[src/rtl/word_bus_arbiter.sv]
// Round-robin time-slot arbiter for the shared 9-bit tagged word bus.
// Optional macro WORD_BUS_ARB_FIXED_PRIO0_EN gives source 0 absolute priority at every arbitration.
module word_bus_arbiter #(
  parameter int N_REQ    = 4,
  parameter int SLOT_TKS = 12_500_000,
  parameter int GAP_TKS  = 1
) (
  input  logic                 clk,
  input  logic                 reset_n,
  input  logic                 enable,
  input  logic [N_REQ-1:0]     req,
  input  logic [9*N_REQ-1:0]   req_word,
  output logic [N_REQ-1:0]     grant,
  output logic [N_REQ-1:0]     ack,
  output logic [8:0]           word_bus,
  output logic                 bus_valid,
  output logic                 busy
);

  localparam int PW  = $clog2(N_REQ);
  localparam int PW1 = PW + 1;
  localparam int SW  = (SLOT_TKS > 1) ? $clog2(SLOT_TKS) : 1;
  localparam int GW  = (GAP_TKS > 1) ? $clog2(GAP_TKS) : 1;

  localparam logic [PW-1:0] LAST_IDX  = PW'(N_REQ - 1);
  localparam logic [SW-1:0] SLOT_LAST = SW'(SLOT_TKS - 1);
  localparam logic [GW-1:0] GAP_LAST  = GW'(GAP_TKS - 1);

  localparam logic [1:0] ST_IDLE = 2'd0;
  localparam logic [1:0] ST_HOLD = 2'd1;
  localparam logic [1:0] ST_GAP  = 2'd2;

  logic [1:0]       state_q, state_d;
  logic [N_REQ-1:0] grant_q, grant_d;
  logic [N_REQ-1:0] ack_q, ack_d;
  logic [8:0]       word_q, word_d;
  logic             valid_q, valid_d;
  logic             busy_q, busy_d;
  logic [SW-1:0]    slot_q, slot_d;
  logic [GW-1:0]    gap_q, gap_d;
  logic [PW-1:0]    rr_ptr_q, rr_ptr_d;
  logic [PW-1:0]    winner_q, winner_d;

  logic [8:0]       word_arr [N_REQ];
  logic [N_REQ-1:0] win_onehot;
  logic [PW-1:0]    win_idx;
  logic             win_vld;
  logic [PW1-1:0]   scan;
  logic [PW-1:0]    scan_base;
  logic [PW-1:0]    rr_next;
  logic             arb;

  genvar gi;
  generate
    for (gi = 0; gi < N_REQ; gi++) begin : g_src
      assign word_arr[gi]   = req_word[9*gi +: 9];
      assign win_onehot[gi] = (win_idx == PW'(gi));
    end
  endgenerate

`ifdef WORD_BUS_ARB_FIXED_PRIO0_EN
  // Sources 1..N_REQ-1 rotate; source 0 overrides whatever the rotation picked.
  always_comb begin
    win_idx   = '0;
    win_vld   = 1'b0;
    scan      = '0;
    scan_base = (rr_ptr_q == '0) ? PW'(1) : rr_ptr_q;
    for (int k = 0; k < N_REQ - 1; k++) begin
      scan = {1'b0, scan_base} + PW1'(k);
      if (scan > {1'b0, LAST_IDX}) scan = scan - PW1'(N_REQ - 1);
      if (!win_vld && req[scan[PW-1:0]]) begin
        win_vld = 1'b1;
        win_idx = scan[PW-1:0];
      end
    end
    if (req[0]) begin
      win_vld = 1'b1;
      win_idx = '0;
    end
  end

  always_comb begin
    if (winner_q == '0)            rr_next = rr_ptr_q;
    else if (winner_q == LAST_IDX) rr_next = PW'(1);
    else                           rr_next = winner_q + PW'(1);
  end
`else
  always_comb begin
    win_idx   = '0;
    win_vld   = 1'b0;
    scan      = '0;
    scan_base = rr_ptr_q;
    for (int k = 0; k < N_REQ; k++) begin
      scan = {1'b0, scan_base} + PW1'(k);
      if (scan > {1'b0, LAST_IDX}) scan = scan - PW1'(N_REQ);
      if (!win_vld && req[scan[PW-1:0]]) begin
        win_vld = 1'b1;
        win_idx = scan[PW-1:0];
      end
    end
  end

  always_comb begin
    if (winner_q == LAST_IDX) rr_next = '0;
    else                      rr_next = winner_q + PW'(1);
  end
`endif

  always_comb begin
    state_d  = state_q;
    grant_d  = grant_q;
    ack_d    = '0;
    word_d   = word_q;
    valid_d  = valid_q;
    slot_d   = slot_q;
    gap_d    = gap_q;
    rr_ptr_d = rr_ptr_q;
    winner_d = winner_q;
    arb      = 1'b0;
    case (state_q)
      ST_IDLE: arb = 1'b1;
      ST_HOLD: begin
        if (slot_q == SLOT_LAST) begin
          ack_d    = grant_q;
          grant_d  = '0;
          valid_d  = 1'b0;
          word_d   = '0;
          rr_ptr_d = rr_next;
          gap_d    = '0;
          state_d  = ST_GAP;
        end else begin
          slot_d = slot_q + SW'(1);
        end
      end
      ST_GAP: begin
        if (gap_q == GAP_LAST) arb = 1'b1;
        else                   gap_d = gap_q + GW'(1);
      end
      default: state_d = ST_IDLE;
    endcase
    // The arbitration path overrides the per-state defaults above.
    if (arb) begin
      if (enable && win_vld) begin
        grant_d  = win_onehot;
        word_d   = word_arr[win_idx];
        valid_d  = 1'b1;
        slot_d   = '0;
        winner_d = win_idx;
        state_d  = ST_HOLD;
      end else begin
        state_d = ST_IDLE;
      end
    end
    busy_d = (state_d != ST_IDLE);
  end

  always_ff @(posedge clk or negedge reset_n) begin
    if (!reset_n) begin
      state_q  <= ST_IDLE;
      grant_q  <= '0;
      ack_q    <= '0;
      word_q   <= '0;
      valid_q  <= 1'b0;
      busy_q   <= 1'b0;
      slot_q   <= '0;
      gap_q    <= '0;
      rr_ptr_q <= '0;
      winner_q <= '0;
    end else begin
      state_q  <= state_d;
      grant_q  <= grant_d;
      ack_q    <= ack_d;
      word_q   <= word_d;
      valid_q  <= valid_d;
      busy_q   <= busy_d;
      slot_q   <= slot_d;
      gap_q    <= gap_d;
      rr_ptr_q <= rr_ptr_d;
      winner_q <= winner_d;
    end
  end

  assign grant     = grant_q;
  assign ack       = ack_q;
  assign word_bus  = word_q;
  assign bus_valid = valid_q;
  assign busy      = busy_q;

endmodule
[config.mk]
export PLATFORM = sky130hd
export DESIGN_NAME = word_bus_arbiter
export DESIGN_NICKNAME = d
export VERILOG_FILES = /design/src/rtl/word_bus_arbiter.sv
export SDC_FILE = /design/constraint.sdc
export NUM_CORES = 1
export LEC_CHECK = 0
export ABC_AREA = 1
export ABC_CLOCK_PERIOD_IN_PS = 2890
export BUFFER_PORTS_ARGS = -buffer_cell sky130_fd_sc_hd__buf_4
export CAP_MARGIN = 20
export CORE_MARGIN = 5
export CORE_UTILIZATION = 55
export CTS_CLUSTER_DIAMETER = 50
export CTS_CLUSTER_SIZE = 10
export DETAILED_ROUTE_END_ITERATION = 10
export PLACE_DENSITY = 0.8
export REMOVE_ABC_BUFFERS = 1
export SLEW_MARGIN = 20
export SYNTH_ARGS = -nofsm -noshare
export SYNTH_HDL_FRONTEND = slang
export SYNTH_SLANG_ARGS = --single-unit
[constraint.sdc]
create_clock -name clk -period 2.89 [get_ports clk]
set_clock_uncertainty 0.1 [all_clocks]
set_input_delay 0.289 -clock clk [delete_from_list [all_inputs] [get_ports clk]]
set_output_delay 0.289 -clock clk [all_outputs]
set_load 0.01 [all_outputs]
==> metrics.md <==
| Metric | Value |
|---|---|
| Slowest stage delay, CP | 0.61 ns |
| RR Startpoint | rr_ptr_q[0] |
| Row count | 27 |
| Largest net degree at the start of global routing | 50 |
| Fraction of registers with async set/reset | 100% |
| Clock sink total | 49 |
| Delay-heaviest family, CP | simple AND/OR/NAND/NOR gates |
| Slew @ Worst Pin | 0.715 ns |
| N_diodes | 0 |
| PD cells | 340 nW/um^2 |
| Synth Register Bits | 49 |
| Drt pass-1 iters | 5 |
| Iteration-0 DRC count of the detailed router | roughly 270 |
| Die width | about 85 um |
| Slowest CP cell | dfrtp_1 |
| CP Launch Type | register |
| Post-synth EDFFs | 0 |
| Root Buffer | clkbuf_8 |
| Reg2Reg Setup Slack | roughly 0.34 ns |
| Nets@finish | 556 |
| Post-synthesis cell type count | 37 |
| CTS Buf Count | 5 |
| Routed vias | 3069 |
| Postcts setup bufs | 0 |
| Via density | 5.26 |
| Global Route Usage Sum | 21.9% |
| WP buf/inv | 2 |
| WP data required | roughly 3.0 ns |
| Clk slew on worst S/H paths | 0.09 ns |
| CP Cell Sequence | inv_2, nand2_1, nand2_2, nand2_1, nand2_1, nor2_4, nand3_2, nand3_1, nand2_1, inv_1, nand2_1, and3_1 |
| DRC Markers | 0 |
| Cell count after placement | 575 |
| Clk buf depth | 2 |
| Post-synthesis instance total | 452 |
| Final min period | 2.55 ns |
| Ratio of cells with drive above 1 in the final layout | 18.9% |
| Hold/Removal Path Class | in2reg |
| Hold Crit Depth | 4 |
| Relative slew slack | 52.1% |
| Grt total ovfl | 0 |
| P_leak | about 2.0 nW |
| Placed Area | 3600 um^2 |
| Most used DFF post-synth | dfrtp_1 |
| Hold_buf cts | 1 |
| Final wirelength | around 7.6 mm |
| First-pass GRT wire length | around 13 mm |
| Syn_area_per_cell | just under 7 um^2 |
| Die Area | around 7300 um^2 |
| Maximum vdd drop | approximately 180 uV |
| Routability Congestion | 0.956 |
| Period utilization | 88.3% |
| Worst hold path startpoint | enable |
| Hold_ws | 0.232 ns |
| Area Overhead vs Synth | 18.9% |
| YS warnings | 0 |
| Design area | 3710 um^2 |
| Core footprint | 5510 um^2 |
| Vias in the first global route | 2897 |
| PostCTS Resize Cnt | 0 |
| Number of max-cap violations | 0 |
| Endpoints failing setup | 0 |
| Crit. End Element | register |
| Fmax | between 300 and 400 MHz |
| PortBufs | 61 |
| Status | finished clean |
| IO Pins | between 60 and 70 |
| Seq/Total Area, Yosys | 39.3% |
| Dpl hpwl | 5.57 mm |
| Critical Path AT | 2.66 ns |
| Fin. max-slew vios | 0 |
| Unrepaired setup endpoints after global routing | no |
| Final Hold Fails | 0 |
| Worst r2r dst | grant[0] |
| Setup TNS | 0 ns |
| Final cell count without fillers | 584 |
| Initial core utilization | 56.6% |
| Cell mode on critical path | nand2_1 |
| Drt wl/cell | 13.0 um |
| Min-Delay Endpoint | slot_q[16] |
| Crit Path Class | reg2reg |
| Die Span Y | around 85 um |
| DRT antenna net count | 0 |
| Worst Path Max Fanout | 12 |
| Clk Latency, worst-skew pair | 0.31 ns |
| Clock H-tree levels | 2 |
| Initial antenna violation count | 0 |
| R2R cell count | 12 |
| Cell area after synthesis | 3120 um^2 |
| CTS tree | built |
[cell families after synthesis]
kind of cell               after synthesis  synth area share, %
buffers and inverters                   59                 8.54
DFF                                     49                 39.3
xor gates and xnor gates                11                 3.09
adders and majority gates                2                0.802
and+or+nand+nor                        298                 42.1
AOI/OAI and AO/OA                       32                 5.78
muxes                                    1                0.361
[synthesized netlist by cell type, types with 4 or more instances]
master	count	area [um^2]
nand2_1	173	649
inv_2	6	22.5
nor3_1	10	50.1
nand3_2	4	40.0
o21ai_0	12	60.1
nand4_1	13	81.3
inv_1	38	143
dfrtp_1	49	1230
nand3_1	46	230
clkbuf_1	4	15.0
buf_6	4	45.0
xor2_1	8	70.1
a21oi_1	8	40.0
nand2_2	6	37.5
nor2_1	34	128
[layout make-up]
type	count	area, um^2
Inverter	45	169
Multi-Input combinational cell	344	1630
Clock buffer	6	82.6
Clock inverter	2	17.5
Sequential cell	49	1230
Timing Repair Buffer	66	498
Tap cell	72	90.1
Fill cell	467	1800
[placed cells by master (no fill, tap or decap), drive strengths merged]
cell,netlist,routed
nand4,13,13
o21bai,1,1
a21boi,1,1
nand3,50,50
nand3b,1,1
o31ai,1,1
inv,44,45
buf,10,65
o21ai,15,15
clkinv,1,2
dfrtp,49,49
ha,2,2
xnor2,3,3
dlygate4sd3,0,1
nor2,37,37
nand2,181,181
nor3b,2,2
a31oi,3,3
clkbuf,4,6
mux2,1,1
and3,1,1
a22oi,2,2
a21oi,9,9
nor3,11,11
or2,1,1
nor4,1,1
xor2,8,8
[per-layer routing]
metal / vias to the layer above / routed length [um] / track usage [%] / share of wire, %
li1: 1557 / - / - / -
met1: 1363 / 3320 / 30.0 / 44
met2: 132 / 3470 / 34.3 / 46
met3: 17 / 629 / 4.66 / 8.3
met4: 0 / 148 / 7.91 / 2.0
met5: - / 0 / 0 / 0
[per-stage QoR]
stage	power [mW]	setup WS [ns]	util, %
floorplan	0.763	0.596	-
CTS	1.27	0.347	67.4
detailed placement	0.833	0.400	65.4
global placement	0.832	0.534	65.4
finish	1.26	0.337	67.4
global route	1.33	0.0483	67.4
[worst register-to-register path: cells and delay by family (launching register included)]
kind / cells / cell delay (ns)
AND/OR/NAND/NOR: 10 / 1.24
flip-flops: 1 / 0.61
buffers and inverters: 2 / 0.50
[where the power goes]
group / leakage, nW / internal (mW) / switching [mW]
clock network: 0.0518 / 0.199 / 0.242
registers: 0.607 / 0.685 / 0
logic: 1.31 / 0.0618 / 0.0737
total: 1.97 / 0.946 / 0.316
[worst max path at each step]
stage	from	to	slack (ns)	cells past startpoint
after floorplan	state_q[0]	grant[0]	0.60	6
after global placement	rr_ptr_q[0]	grant[0]	0.53	12
after detailed placement	rr_ptr_q[0]	grant[0]	0.40	12
after CTS	rr_ptr_q[0]	grant[0]	0.35	12
after global routing	rr_ptr_q[0]	grant[0]	0.05	12
final	rr_ptr_q[0]	grant[0]	0.34	12
[sequential cells by signal, summed over array words and instances (netlist names)]
signal,flops
slot_q,24
word_bus,9
ack,4
grant,4
rr_ptr_q,2
state_q,2
winner_q,2
bus_valid,1
busy,1
Power figures use the tool's default switching activity.
